[config.mk]
export PLATFORM = sky130hd
export DESIGN_NAME = regfile_param
export DESIGN_NICKNAME = d
export VERILOG_FILES = /design/src/rtl/regfile_param.sv
export SDC_FILE = /design/constraint.sdc
export NUM_CORES = 2
export LEC_CHECK = 0
export BUFFER_PORTS_ARGS = -buffer_cell sky130_fd_sc_hd__buf_2
export CAP_MARGIN = 20
export CORE_ASPECT_RATIO = 0.75
export CORE_UTILIZATION = 30
export CTS_CLUSTER_SIZE = 25
export DETAILED_ROUTE_END_ITERATION = 16
export GPL_TIMING_DRIVEN = 0
export PLACE_DENSITY_LB_ADDON = 0.15
export SKIP_LAST_GASP = 1
export SYNTH_ARGS = -nofsm -noshare
export SYNTH_HDL_FRONTEND = slang
export SYNTH_SLANG_ARGS = --single-unit
[constraint.sdc]
create_clock -name clk -period 3.8 [get_ports clk]
set_input_delay 0.38 -clock clk [delete_from_list [all_inputs] [get_ports clk]]
set_output_delay 0.38 -clock clk [all_outputs]
set_load 0.1 [all_outputs]
[src/rtl/regfile_param.sv]
// ---------------------------------------------------------------------------
// regfile_param
//   Parametrised register file for the single-cycle RISC-V core.
//   It has two combinational read ports and one synchronous write port.
//   A sequential bulk-clear engine zeroes every entry, one entry per cycle,
//   so a context can be reset without pulsing the global reset.
//
// Parameters
//   DATA_W    width of each entry in bits
//   ADDR_W    address width; DEPTH = 2**ADDR_W entries
//   ZERO_REG  1: entry 0 always reads 0 and ignores writes (x0); 0: ordinary
//
// Optional feature
//   REGFILE_BYPASS_EN  when defined, an effective write is forwarded to any
//                      read port addressing the same entry in the same cycle.
//                      When undefined, reads return the stored value and the
//                      new value appears the cycle after the write.
//
// Ports
//   clk        clock, all state updates on the rising edge
//   rst_n      asynchronous active-low reset
//   src_reg1   read port 1 address
//   src_reg2   read port 2 address
//   data_out1  read port 1 data (combinational)
//   data_out2  read port 2 data (combinational)
//   write_en   write request
//   dst_reg    write address
//   data_in    write data
//   clr_req    start a bulk clear (only honoured while idle)
//   clr_busy   high while the clear engine is zeroing entries
//   clr_done   one-cycle pulse after the last entry has been cleared
//   wr_drop    one-cycle pulse: a write request was discarded during a clear
// ---------------------------------------------------------------------------
module regfile_param #(
  parameter int DATA_W   = 32,
  parameter int ADDR_W   = 5,
  parameter int ZERO_REG = 1
) (
  input  logic              clk,
  input  logic              rst_n,
  input  logic [ADDR_W-1:0] src_reg1,
  input  logic [ADDR_W-1:0] src_reg2,
  output logic [DATA_W-1:0] data_out1,
  output logic [DATA_W-1:0] data_out2,
  input  logic              write_en,
  input  logic [ADDR_W-1:0] dst_reg,
  input  logic [DATA_W-1:0] data_in,
  input  logic              clr_req,
  output logic              clr_busy,
  output logic              clr_done,
  output logic              wr_drop
);

  localparam int DEPTH = 1 << ADDR_W;
  localparam logic [ADDR_W-1:0] LAST_IDX = {ADDR_W{1'b1}};

  typedef enum logic {
    IDLE,
    CLEAR
  } state_t;

  state_t            state;
  state_t            next_state;
  logic [ADDR_W-1:0] clr_cnt;
  logic [DATA_W-1:0] mem [DEPTH];
  logic              zero_dst;
  logic              eff_write;
  logic              clr_last;

  // Entry 0 is hard-wired to zero only when ZERO_REG is set, so writes
  // to it are suppressed in that case. Writes are also refused while the
  // clear engine owns the storage.
  assign zero_dst  = (ZERO_REG != 0) && (dst_reg == '0);
  assign eff_write = write_en && (state == IDLE) && !zero_dst;
  assign clr_last  = (state == CLEAR) && (clr_cnt == LAST_IDX);
  assign clr_busy  = (state == CLEAR);

  // State register for the clear engine.
  always_ff @(posedge clk or negedge rst_n) begin
    if (!rst_n) begin
      state <= IDLE;
    end else begin
      state <= next_state;
    end
  end

  // Next-state logic: a request is only seen while idle, and the engine
  // returns to idle on the edge that zeroes the last entry.
  always_comb begin
    next_state = state;
    case (state)
      IDLE:    if (clr_req) next_state = CLEAR;
      CLEAR:   if (clr_last) next_state = IDLE;
      default: next_state = IDLE;
    endcase
  end

  // Clear index. It is reloaded to zero when a clear starts and when it
  // finishes, so it never wraps past the last entry on its own.
  always_ff @(posedge clk or negedge rst_n) begin
    if (!rst_n) begin
      clr_cnt <= '0;
    end else if (state == IDLE) begin
      if (clr_req) clr_cnt <= '0;
    end else if (clr_last) begin
      clr_cnt <= '0;
    end else begin
      clr_cnt <= clr_cnt + 1'b1;
    end
  end

  // Registered status pulses: done follows the final clear edge, and a
  // write that arrived during a clear is reported one cycle later.
  always_ff @(posedge clk or negedge rst_n) begin
    if (!rst_n) begin
      clr_done <= 1'b0;
      wr_drop  <= 1'b0;
    end else begin
      clr_done <= clr_last;
      wr_drop  <= write_en && (state == CLEAR);
    end
  end

  // Storage. The clear engine zeroes one entry per edge; otherwise the
  // write port updates the addressed entry. Global reset zeroes everything.
  always_ff @(posedge clk or negedge rst_n) begin
    if (!rst_n) begin
      for (int i = 0; i < DEPTH; i++) mem[i] <= '0;
    end else if (state == CLEAR) begin
      mem[clr_cnt] <= '0;
    end else if (eff_write) begin
      mem[dst_reg] <= data_in;
    end
  end

  // Read ports. Entry 0 is forced to zero when ZERO_REG is set. With
  // bypass enabled a same-cycle effective write is forwarded; eff_write
  // already excludes entry 0 under ZERO_REG and any cycle during a clear.
  always_comb begin
    data_out1 = mem[src_reg1];
    data_out2 = mem[src_reg2];
`ifdef REGFILE_BYPASS_EN
    if (eff_write && (src_reg1 == dst_reg)) data_out1 = data_in;
    if (eff_write && (src_reg2 == dst_reg)) data_out2 = data_in;
`endif
    if ((ZERO_REG != 0) && (src_reg1 == '0)) data_out1 = '0;
    if ((ZERO_REG != 0) && (src_reg2 == '0)) data_out2 = '0;
  end

endmodule

==> flow_summary.json <==
{
  "power.leakage_uw": 0.0266,
  "cp.required_ns": 4.47,
  "finalPower_uw": 33500,
  "finClkSkew_ns": 0.0371,
  "synth_top_area_share_pct": 49.0,
  "drive_gt1_share_pct": 26.4,
  "cts_buffers": 108,
  "cp_data_arrival_time_ns": 4.56,
  "async_flop_share_pct": 100,
  "violations": "setup timing",
  "ys_top_cells_by_count": "1032 x dfrtp_1, 992 x a22o_1, 448 x mux4_2",
  "post-dp-hpwl_mm": 195,
  "syn-num-nets": 3854,
  "drv_slew": 0,
  "synth-seq-area-share_pct": 49.0,
  "wl_per_cell_um": 40.9,
  "dr.pass1.iters": 6,
  "syn_to_final_growth_pct": 17.3,
  "drc": 0,
  "hp-start": "data_in[31]",
  "ios": 118,
  "tightest_slew_ns": 1.23,
  "crit_chain": "or3b_1 > clkbuf_1 > nor2_1 > a21oi_1 > clkbuf_1 > a22o_1",
  "clk_latency_ns": 0.77,
  "yosys-top-cells-area": "dfrtp_1 49%, mux4_2 19%, a22o_1 16%",
  "whs_endpoint": "mem[31]$_DFFE_PN0P_",
  "grt_pass1_wl_mm": 362,
  "place_congestion": 0.984,
  "syn_area_um2": 52800,
  "outcome": "complete, but fails checks",
  "nNetsFinal": 4151,
  "grt_max_degree": 155,
  "synth_area_leader_cell": "dfrtp_1",
  "fmax_mhz": 258,
  "die_h_um": 365,
  "peakVddDrop_uv": 372,
  "cts.htree.levels": 3,
  "yosysWarnings": 0,
  "yosysMostFrequentCell": "dfrtp_1",
  "numPortBuffers": 109,
  "hold_viol": 0,
  "final_antenna_net_count": 0,
  "vias_per_cell": 6.58,
  "r2r_end": "mem[822]$_DFFE_PN0P_",
  "grt_overflow_total": 0,
  "global_route.usage.total_pct": 29.7,
  "crit_path_max_fanout": 10,
  "grt_setup_unrepaired": "true",
  "start_util_pct": 30.4,
  "worstSetupEndpointType": "flip-flop",
  "cts_setup_buffers": 0,
  "die-area_um2": 178000,
  "max_slew_margin_pct": 17.5,
  "synth_cell_types": 42,
  "period_minus_slack_ns": 3.88,
  "drt_iter0_drc": 5960,
  "die_w_um": 486,
  "antenna_found_initial": 16,
  "stdcell_count": 6538,
  "critical_path.most_common_cell": "clkbuf_1",
  "cp-start-kind": "flip-flop",
  "cts_buffer_depth": 3,
  "worst_hold_path.num_cells": 2,
  "cpPeakStageDelay_ns": 1.06,
  "vias": 43000,
  "ys_ff_latch": 1032,
  "min_period_over_period_pct": 102,
  "cts_tree": "built",
  "cts-root-buf": "clkbuf_16",
  "powerDensity_nw_per_um2": 541,
  "path_class": "flip-flop to flip-flop",
  "postSynthAreaPerCell_um2": 13.9,
  "finalHoldWorstSlack_ns": 0.0402,
  "fin_ws_ns": -0.0827,
  "synth_ff_type": "dfrtp_1",
  "path_clk_slew_ns": 0.06,
  "first_global_vias": 41300,
  "post-place-cells": 6294,
  "num_rows": 132,
  "drt_wl_total_mm": 267,
  "rr_startpoint": "clr_busy$_DFF_PN0_",
  "hp-class": "primary input to flip-flop",
  "core_area_um2": 174000,
  "dp_slack_ns": -1.07,
  "synth_edf_count": 0,
  "netlist_instances": 3798,
  "clock_sinks": 1032,
  "rr_worst_depth": 6,
  "slowest_stage": "a21oi_1",
  "final-setup-viol-count": 49,
  "r2r_slack_ns": -0.08,
  "nFillCells": 16800,
  "drv_cap": 0
}
[placed cells by master, fill, tap and decap left out, drive strengths merged, types with 3 or more instances in the layout]
cell type	n
a211oi	64
a21oi	31
a221oi	46
a22o	992
a22oi	64
a311oi	64
and2	40
buf	258
bufinv	5
clkbuf	553
clkinv	25
clkinvlp	3
dfrtp	1032
diode	12
dlygate4sd3	32
ha	5
inv	10
mux2	64
mux2i	128
mux4	448
nand2	42
nand2b	4
nand4b	3
nand4bb	3
nor2	38
nor2b	68
nor3	4
nor3b	3
o2111ai	18
o21ai	115
[sequential cells by signal (all words and copies together) (netlist names)]
name      flops
clr_done      1
clr_busy      1
mem        1024
clr_cnt       5
wr_drop       1
[power breakdown]
| part | internal (uW) | switching, uW | leakage [uW] |
|---|---|---|---|
| clock | 6140 | 5030 | 0.00176 |
| sequential | 12700 | 1420 | 0.0143 |
| combinational | 3280 | 4930 | 0.0106 |
| total | 22100 | 11400 | 0.0266 |
[critical path, delay by kind of cell (launching register included)]
family                 cells  cell delay [ns]
AOI/OAI and AO/OA          2             1.30
buffers and inverters      2             1.22
DFF                        1             0.60
and+or+nand+nor            2             0.66
[stage by stage]
stage	setup TNS (ns)	cell area [um2]	utilization [%]
after detailed placement	-49.05	57400	33.1
after CTS	0	61700	35.5
final	-1.55	61900	35.6
after floorplan	0	53200	-
after global placement	-	56600	32.6
after global routing	-0.0424	61800	35.6
[layer usage]
layer  wire, um  vias up  GRT usage [%]
li1           -    16100              -
met1     115000    23400           42.6
met2     104000     3058           39.0
met3      37000      488           13.1
met4      10700       10           10.4
met5         73        -              0
[kinds of logic after synthesis]
group | count (synthesis) | share of synthesized area, %
compound gates | 1395 | 21.8
buf+inv | 504 | 3.83
xor+xnor | 2 | 0.0332
fa+ha+maj | 5 | 0.119
mux | 640 | 22.9
flops | 1032 | 49.0
simple gates | 220 | 2.33
[worst max path at each step]
stage	to	slack, ns	start	cells after the start
floorplan	data_out2[10]	0.45	src_reg2[1]	7
global placement	mem[119]$_DFFE_PN0P_	-21.95	rst_n	1
detailed placement	data_out2[0]	-1.07	src_reg2[1]	8
CTS	data_out1[2]	0.0003	src_reg1[4]	8
global route	data_out2[27]	-0.04	src_reg2[0]	8
finish	mem[822]$_DFFE_PN0P_	-0.08	clr_busy$_DFF_PN0_	6
[area by class of cell]
cell class | count | area (um2) | area share [%]
Buffer | 497 | 2190 | 3.53
Tap cell | 2345 | 2930 | 4.74
Antenna cell | 12 | 30.0 | 0.0485
Timing Repair Buffer | 188 | 1800 | 2.91
Clock buffer | 159 | 3200 | 5.17
Inverter | 6 | 22.5 | 0.0364
Clock inverter | 37 | 348 | 0.562
Multi-Input combinational cell | 2262 | 25500 | 41.3
Sequential cell | 1032 | 25800 | 41.7
[timing repair]
item / 4_1_cts / 5_1_grt
pin swaps: 7 / 2
endpoints found under the setup margin: 64 / 41
gates cloned: 0 / 0
hold endpoints to repair: 181 / 0
hold buffers: 32 / 0
resized for setup: 126 / 53
Power figures use the tool's default switching activity.
